[src/rtl/cache_trace_capture.sv]
// cache_trace_capture: address-filtered event trace buffer for the cache-to-memory
// interface. Captures {channel, address, data} per cycle from the lowest-index
// qualifying channel, in fill-once or circular mode, with registered readback once
// capture has finished.
module cache_trace_capture #(
   parameter int unsigned AW    = 32,
   parameter int unsigned DW    = 32,
   parameter int unsigned DEPTH = 16,
   parameter int unsigned NCH   = 2,
   localparam int unsigned CW   = (NCH > 1) ? $clog2(NCH) : 1,
   localparam int unsigned IW   = $clog2(DEPTH)
) (
   input  logic              clk,
   input  logic              rst_n,
   input  logic              arm,
   input  logic              stop,
   input  logic              clear,
   input  logic              mode,
   input  logic [AW-1:0]     addr_mask,
   input  logic [AW-1:0]     addr_match,
   input  logic [NCH-1:0]    ev_valid,
   input  logic [NCH*AW-1:0] ev_addr,
   input  logic [NCH*DW-1:0] ev_data,
   output logic [1:0]        state_o,
   output logic [IW:0]       count,
   output logic              wrapped,
   output logic [15:0]       drop_cnt,
   input  logic              rd_req,
   input  logic [IW-1:0]     rd_idx,
   output logic              rd_valid,
   output logic [CW-1:0]     rd_ch,
   output logic [AW-1:0]     rd_addr,
   output logic [DW-1:0]     rd_data
);

   typedef enum logic [1:0] {
      S_IDLE    = 2'd0,
      S_ARMED   = 2'd1,
      S_CAPTURE = 2'd2,
      S_DONE    = 2'd3
   } state_e;

   localparam int unsigned EW   = CW + AW + DW;
   localparam logic [IW:0] FULL = (IW + 1)'(DEPTH);

   state_e          state_q, state_d;
   logic            mode_q, mode_d;
   logic [IW-1:0]   wr_ptr_q, wr_ptr_d;
   logic [IW:0]     count_q, count_d;
   logic            wrapped_q, wrapped_d;
   logic [15:0]     drop_q, drop_d;
   logic            rd_valid_q, rd_valid_d;
   logic [CW-1:0]   rd_ch_q, rd_ch_d;
   logic [AW-1:0]   rd_addr_q, rd_addr_d;
   logic [DW-1:0]   rd_data_q, rd_data_d;

   logic [EW-1:0]   mem [DEPTH];

   logic [NCH-1:0]  qual;
   logic [3:0]      n_qual;
   logic            win_any;
   logic [CW-1:0]   win_ch;
   logic [AW-1:0]   win_addr;
   logic [DW-1:0]   win_data;
   logic            we;
   logic [16:0]     drop_sum;
   logic [IW-1:0]   phys;

   // Filter every channel and pick the lowest-index qualifier as the winner.
   always_comb begin
      qual     = '0;
      n_qual   = '0;
      win_any  = 1'b0;
      win_ch   = '0;
      win_addr = '0;
      win_data = '0;
      for (int unsigned i = 0; i < NCH; i++) begin
         qual[i] = ev_valid[i] &&
                   ((ev_addr[i*AW +: AW] & addr_mask) == (addr_match & addr_mask));
         if (qual[i]) begin
            n_qual = n_qual + 4'd1;
            if (!win_any) begin
               win_any  = 1'b1;
               win_ch   = CW'(i);
               win_addr = ev_addr[i*AW +: AW];
               win_data = ev_data[i*DW +: DW];
            end
         end
      end
   end

   // Capture FSM: state, write pointer, occupancy, wrap flag and drop counter.
   always_comb begin
      state_d   = state_q;
      mode_d    = mode_q;
      wr_ptr_d  = wr_ptr_q;
      count_d   = count_q;
      wrapped_d = wrapped_q;
      drop_d    = drop_q;
      we        = 1'b0;
      drop_sum  = {1'b0, drop_q} + {13'd0, n_qual - 4'd1};
      if (clear) begin
         state_d   = S_IDLE;
         wr_ptr_d  = '0;
         count_d   = '0;
         wrapped_d = 1'b0;
         drop_d    = '0;
      end else begin
         case (state_q)
            S_IDLE: begin
               if (arm) begin
                  state_d   = S_ARMED;
                  mode_d    = mode;
                  wr_ptr_d  = '0;
                  count_d   = '0;
                  wrapped_d = 1'b0;
               end
            end
            S_ARMED, S_CAPTURE: begin
               if (win_any) begin
                  we       = 1'b1;
                  wr_ptr_d = wr_ptr_q + 1'b1;
                  state_d  = S_CAPTURE;
                  if (count_q != FULL) count_d = count_q + 1'b1;
                  else                 wrapped_d = 1'b1;
                  if (!mode_q && (count_q + 1'b1 == FULL)) state_d = S_DONE;
               end
               if (n_qual > 4'd1) drop_d = drop_sum[16] ? '1 : drop_sum[15:0];
               // stop is applied after the write so a same-cycle winner is kept
               if (stop) state_d = S_DONE;
            end
            default: ;
         endcase
      end
   end

   // Readback: oldest-first indexing, zeros beyond the captured count.
   always_comb begin
      rd_valid_d = 1'b0;
      rd_ch_d    = rd_ch_q;
      rd_addr_d  = rd_addr_q;
      rd_data_d  = rd_data_q;
      phys       = wrapped_q ? (wr_ptr_q + rd_idx) : rd_idx;
      if (!clear && rd_req && (state_q == S_DONE)) begin
         rd_valid_d = 1'b1;
         if ({1'b0, rd_idx} < count_q) {rd_ch_d, rd_addr_d, rd_data_d} = mem[phys];
         else                          {rd_ch_d, rd_addr_d, rd_data_d} = '0;
      end
   end

   // Control and readback registers with asynchronous reset.
   always_ff @(posedge clk or negedge rst_n) begin
      if (!rst_n) begin
         state_q    <= S_IDLE;
         mode_q     <= 1'b0;
         wr_ptr_q   <= '0;
         count_q    <= '0;
         wrapped_q  <= 1'b0;
         drop_q     <= '0;
         rd_valid_q <= 1'b0;
         rd_ch_q    <= '0;
         rd_addr_q  <= '0;
         rd_data_q  <= '0;
      end else begin
         state_q    <= state_d;
         mode_q     <= mode_d;
         wr_ptr_q   <= wr_ptr_d;
         count_q    <= count_d;
         wrapped_q  <= wrapped_d;
         drop_q     <= drop_d;
         rd_valid_q <= rd_valid_d;
         rd_ch_q    <= rd_ch_d;
         rd_addr_q  <= rd_addr_d;
         rd_data_q  <= rd_data_d;
      end
   end

   // Trace storage, deliberately not reset.
   always_ff @(posedge clk) begin
      if (we) mem[wr_ptr_q] <= {win_ch, win_addr, win_data};
   end

   assign state_o  = state_q;
   assign count    = count_q;
   assign wrapped  = wrapped_q;
   assign drop_cnt = drop_q;
   assign rd_valid = rd_valid_q;
   assign rd_ch    = rd_ch_q;
   assign rd_addr  = rd_addr_q;
   assign rd_data  = rd_data_q;

endmodule

[config.mk]
export PLATFORM = sky130hd
export DESIGN_NAME = cache_trace_capture
export DESIGN_NICKNAME = d
export VERILOG_FILES = /design/src/rtl/cache_trace_capture.sv
export SDC_FILE = /design/constraint.sdc
export NUM_CORES = 2
export LEC_CHECK = 0
export ABC_AREA = 1
export CAP_MARGIN = 30
export CORE_UTILIZATION = 35
export CTS_CLUSTER_SIZE = 24
export DETAILED_ROUTE_END_ITERATION = 16
export GPL_TIMING_DRIVEN = 0
export MAX_ROUTING_LAYER = met4
export PLACE_DENSITY_LB_ADDON = 0.15
export SLEW_MARGIN = 20
export SYNTH_ARGS = -nofsm -noshare
export SYNTH_HDL_FRONTEND = slang
export SYNTH_SLANG_ARGS = --single-unit
[constraint.sdc]
create_clock -name clk -period 4.9 [get_ports clk]
set_input_delay 0.735 -clock clk [delete_from_list [all_inputs] [get_ports clk]]
set_output_delay 0.735 -clock clk [all_outputs]
set_load 0.005 [all_outputs]
==> qor.csv <==
metric,value,unit
insertion_delay,0.75,ns
regArea,0.0336,mm2
max_freq,220,MHz
drt_iter0_markers,3011,
slew_violations,0,
drc,0,
synth_edf_count,1040,
grt_max_degree,55,
portBuffers,294,
clockBufferDepth,3,
maxCapViolations,0,
area_growth,21.8,%
crit_top_cell,nand2_1,
power.leakage,23.2,nW
final_cells,6989,
grt_pass1_wl,226,mm
multiInputGateArea,0.0124,mm2
worstMarginPinSlew,0.899,ns
startpoint_type,primary input,
clk_pin_slew,0.06,ns
clock_sinks,1135,
ys_warn_count,0,
crit_chain,"clkdlybuf4s50_1, inv_1, nand3_1, nand2_1, inv_1, nand2_1, nor2_1, nand2_1, nor2_1, nand3_2, clkbuf_2, ha_1, nor2_1, nand2_1, nor2_4, buf_12, buf_12",
ys.flop_type,edfxtp_1,
syn_area,0.0497,mm2
vias,34723,
ioPinCount,295,
syn_inst,4501,
wirelength,157,mm
slew_headroom,39.9,%
hp-class,reg -> reg,
placed_cells,6723,
synthArstFlopShare,8.37,%
gr-total-overflow,0,
cpMaxStageDelayCell,clkdlybuf4s50_1,
ys_seq_area_share,67.7,%
status,completed,
antenna_found_initial,15,
holdWs,0.475,ns
rsz0062_at_grt,no,
worstPathArrival,4.98,ns
grt_pass1_vias,33659,
die-area,0.143,mm2
crit_type,in -> reg,
powerDensity,355,mW/mm2
final.period_utilization,92.8,%
ys_seq_elements,1135,
htreeDepth,3,
viasPerCell,4.97,
synth.distinct_cells,38,
worstPathRequired,5.33,ns
fin_crit,4.55,ns
fill_cells,13501,
final-hold-violation-count,0,
firstDrtPassIters,5,
finalSetupViolCount,0,
path_max_fanout,20,
place_congestion,0.880,
grtUsageTotal,22.4,%
fin_skew,0.0283,ns
coreArea,0.140,mm2
irDropWorstVdd,0.000315,V
synth_nets,4729,
rows,137,
cts_tree,done,
final_antenna_net_count,0,
dp_hpwl,111,mm
avgSynthCellArea,11.0,um2
nNetsFinal,5231,
post_drt_wl_per_cell,22.5,um
cts_root_buffer,clkbuf_16,
die_h,379,um
cts_buffers,119,
initial_utilization,35.4,%
drive_above_1_share,9.38,%
end_kind,flip-flop,
total_power,21.4,mW
slowest_delay,0.55,ns
die_w,379,um
==> critical path: cells and delay by family <==
| family | cells | cell delay, ns |
|---|---|---|
| buffers and inverters | 6 | 1.59 |
| AND/OR/NAND/NOR | 10 | 2.20 |
| adder cells (fa/ha/maj) | 1 | 0.39 |
==> routing by layer <==
layer	vias to the layer above	wire length (um)	global-route usage, %
met1	16839	68700	29.4
met3	196	10300	3.86
li1	16610	-	-
met2	1078	74000	35.6
met4	0	4130	6.79
met5	-	0	-
==> area by class of cell <==
class                   count  share of cell area, %
flip-flops and latches   1135                   55.6
inverters                 643                   4.00
multi-input cells        2465                   20.5
diodes                      6                 0.0248
repair buffers            381                   7.29
clock buffers             157                   5.31
plain buffers             258                   2.30
well taps                1876                   3.88
clock inverters            68                   1.15
==> Yosys cell counts, types with 4 or more instances <==
master	n	share of area, %
edfxtp_1	1040	63
a21oi_1	138	1.4
xnor2_1	4	0.071
o21a_1	4	0.060
nor3_1	5	0.050
nand3b_1	10	0.15
buf_6	26	0.59
o211ai_1	394	6.0
ha_1	21	0.53
o21ai_0	133	1.3
nand3_1	569	5.7
dfrtp_1	95	4.8
buf_2	151	1.5
inv_1	639	4.8
buf_1	25	0.19
nand4_1	9	0.11
xor2_1	8	0.14
nor2_1	87	0.66
nand2_1	1039	7.9
o21ai_1	29	0.29
clkbuf_1	47	0.36
buf_4	9	0.14
==> path summary, 6_finish.rpt <==
path	slack (ns)	startpoint	endpoint	depth (start not counted)
max in group asynchronous	3.65	rst_n	rd_data[28]	3
hold reg to reg	0.48	rd_data[6]	rd_data[6]	2
min in group asynchronous	0.50	rst_n	drop_cnt[7]	2
setup reg to reg	1.11	wr_ptr_q[0]	rd_addr[9]	12
hold / removal	0.48	rd_data[6]	rd_data[6]	2
setup / recovery	0.35	ev_addr[23]	mem[4][28]	17
==> placed cells by master, fill, tap and decap left out, types with 5 or more instances in the layout <==
cell type	synthesis	layout
edfxtp_1	1040	1040
nand2_1	1039	1039
inv_1	639	639
nand3_1	569	568
o211ai_1	394	394
clkdlybuf4s50_1	0	293
buf_2	151	151
a21oi_1	138	138
o21ai_0	133	133
clkbuf_16	0	120
dfrtp_1	95	95
clkbuf_1	47	75
nor2_1	87	71
buf_12	0	43
buf_4	9	37
o21ai_1	29	29
buf_6	26	28
buf_1	25	25
clkinv_2	0	25
clkinv_1	1	21
ha_1	21	21
nor2_4	1	17
buf_16	0	13
nand3b_1	10	10
bufinv_16	0	10
nand4_1	9	9
xor2_1	8	8
clkbuf_8	0	7
diode_2	0	6
nor3_1	5	5
==> power breakdown <==
part | leakage, nW | switching, mW | internal, mW | total [mW]
clock | 1.90 | 3.91 | 5.15 | 9.06
sequential | 9.07 | 0.0812 | 10.6 | 10.6
combinational | 12.3 | 1.02 | 0.725 | 1.74
==> per-stage QoR <==
stage | area, um2 | worst slack, ns | setup TNS [ns] | util, %
5_1_grt | 60400 | 0.0182 | 0 | 43.1
4_1_cts | 60300 | 0.0285 | 0 | 43.0
6_report | 60500 | 0.353 | 0 | 43.1
2_1_floorplan | 49700 | -0.639 | -664.52 | -
3_5_place_dp | 56200 | -0.882 | -610.68 | 40.1
3_3_place_gp | 54900 | -6.10 | -5799.46 | 39.2
==> registers in the layout, indices dropped and copies added, names as in the netlist <==
signal and count:
count 5, drop_cnt 16, mem 1040, mode_q 1, rd_addr 32, rd_ch 1
rd_data 32, rd_valid 1, state_o 2, wr_ptr_q 4, wrapped 1
==> logic make-up (layout without fill, tap and decap cells) <==
kind of cell / count (synthesis) / count (layout) / share of synthesized area (%)
adder cells (fa/ha/maj): 23 / 23 / 0.610
multiplexers: 1 / 1 / 0.0227
AND/OR/NAND/NOR: 1724 / 1724 / 14.7
AO/OA/AOI/OAI: 704 / 704 / 9.13
buffers and inverters: 901 / 1507 / 7.66
other: 0 / 6 / 0
flip-flops: 1135 / 1135 / 67.7
XOR/XNOR: 13 / 13 / 0.244
==> timing repair <==
item | CTS | global route
hold buffers | 1 | 0
gates resized for setup | 0 | 4
endpoints found under the hold margin | 41 | 0
setup buffers | 19 | 14
endpoints found under the setup margin | 113 | 775
pin swaps | 6 | 3
Power figures use the tool's default switching activity.
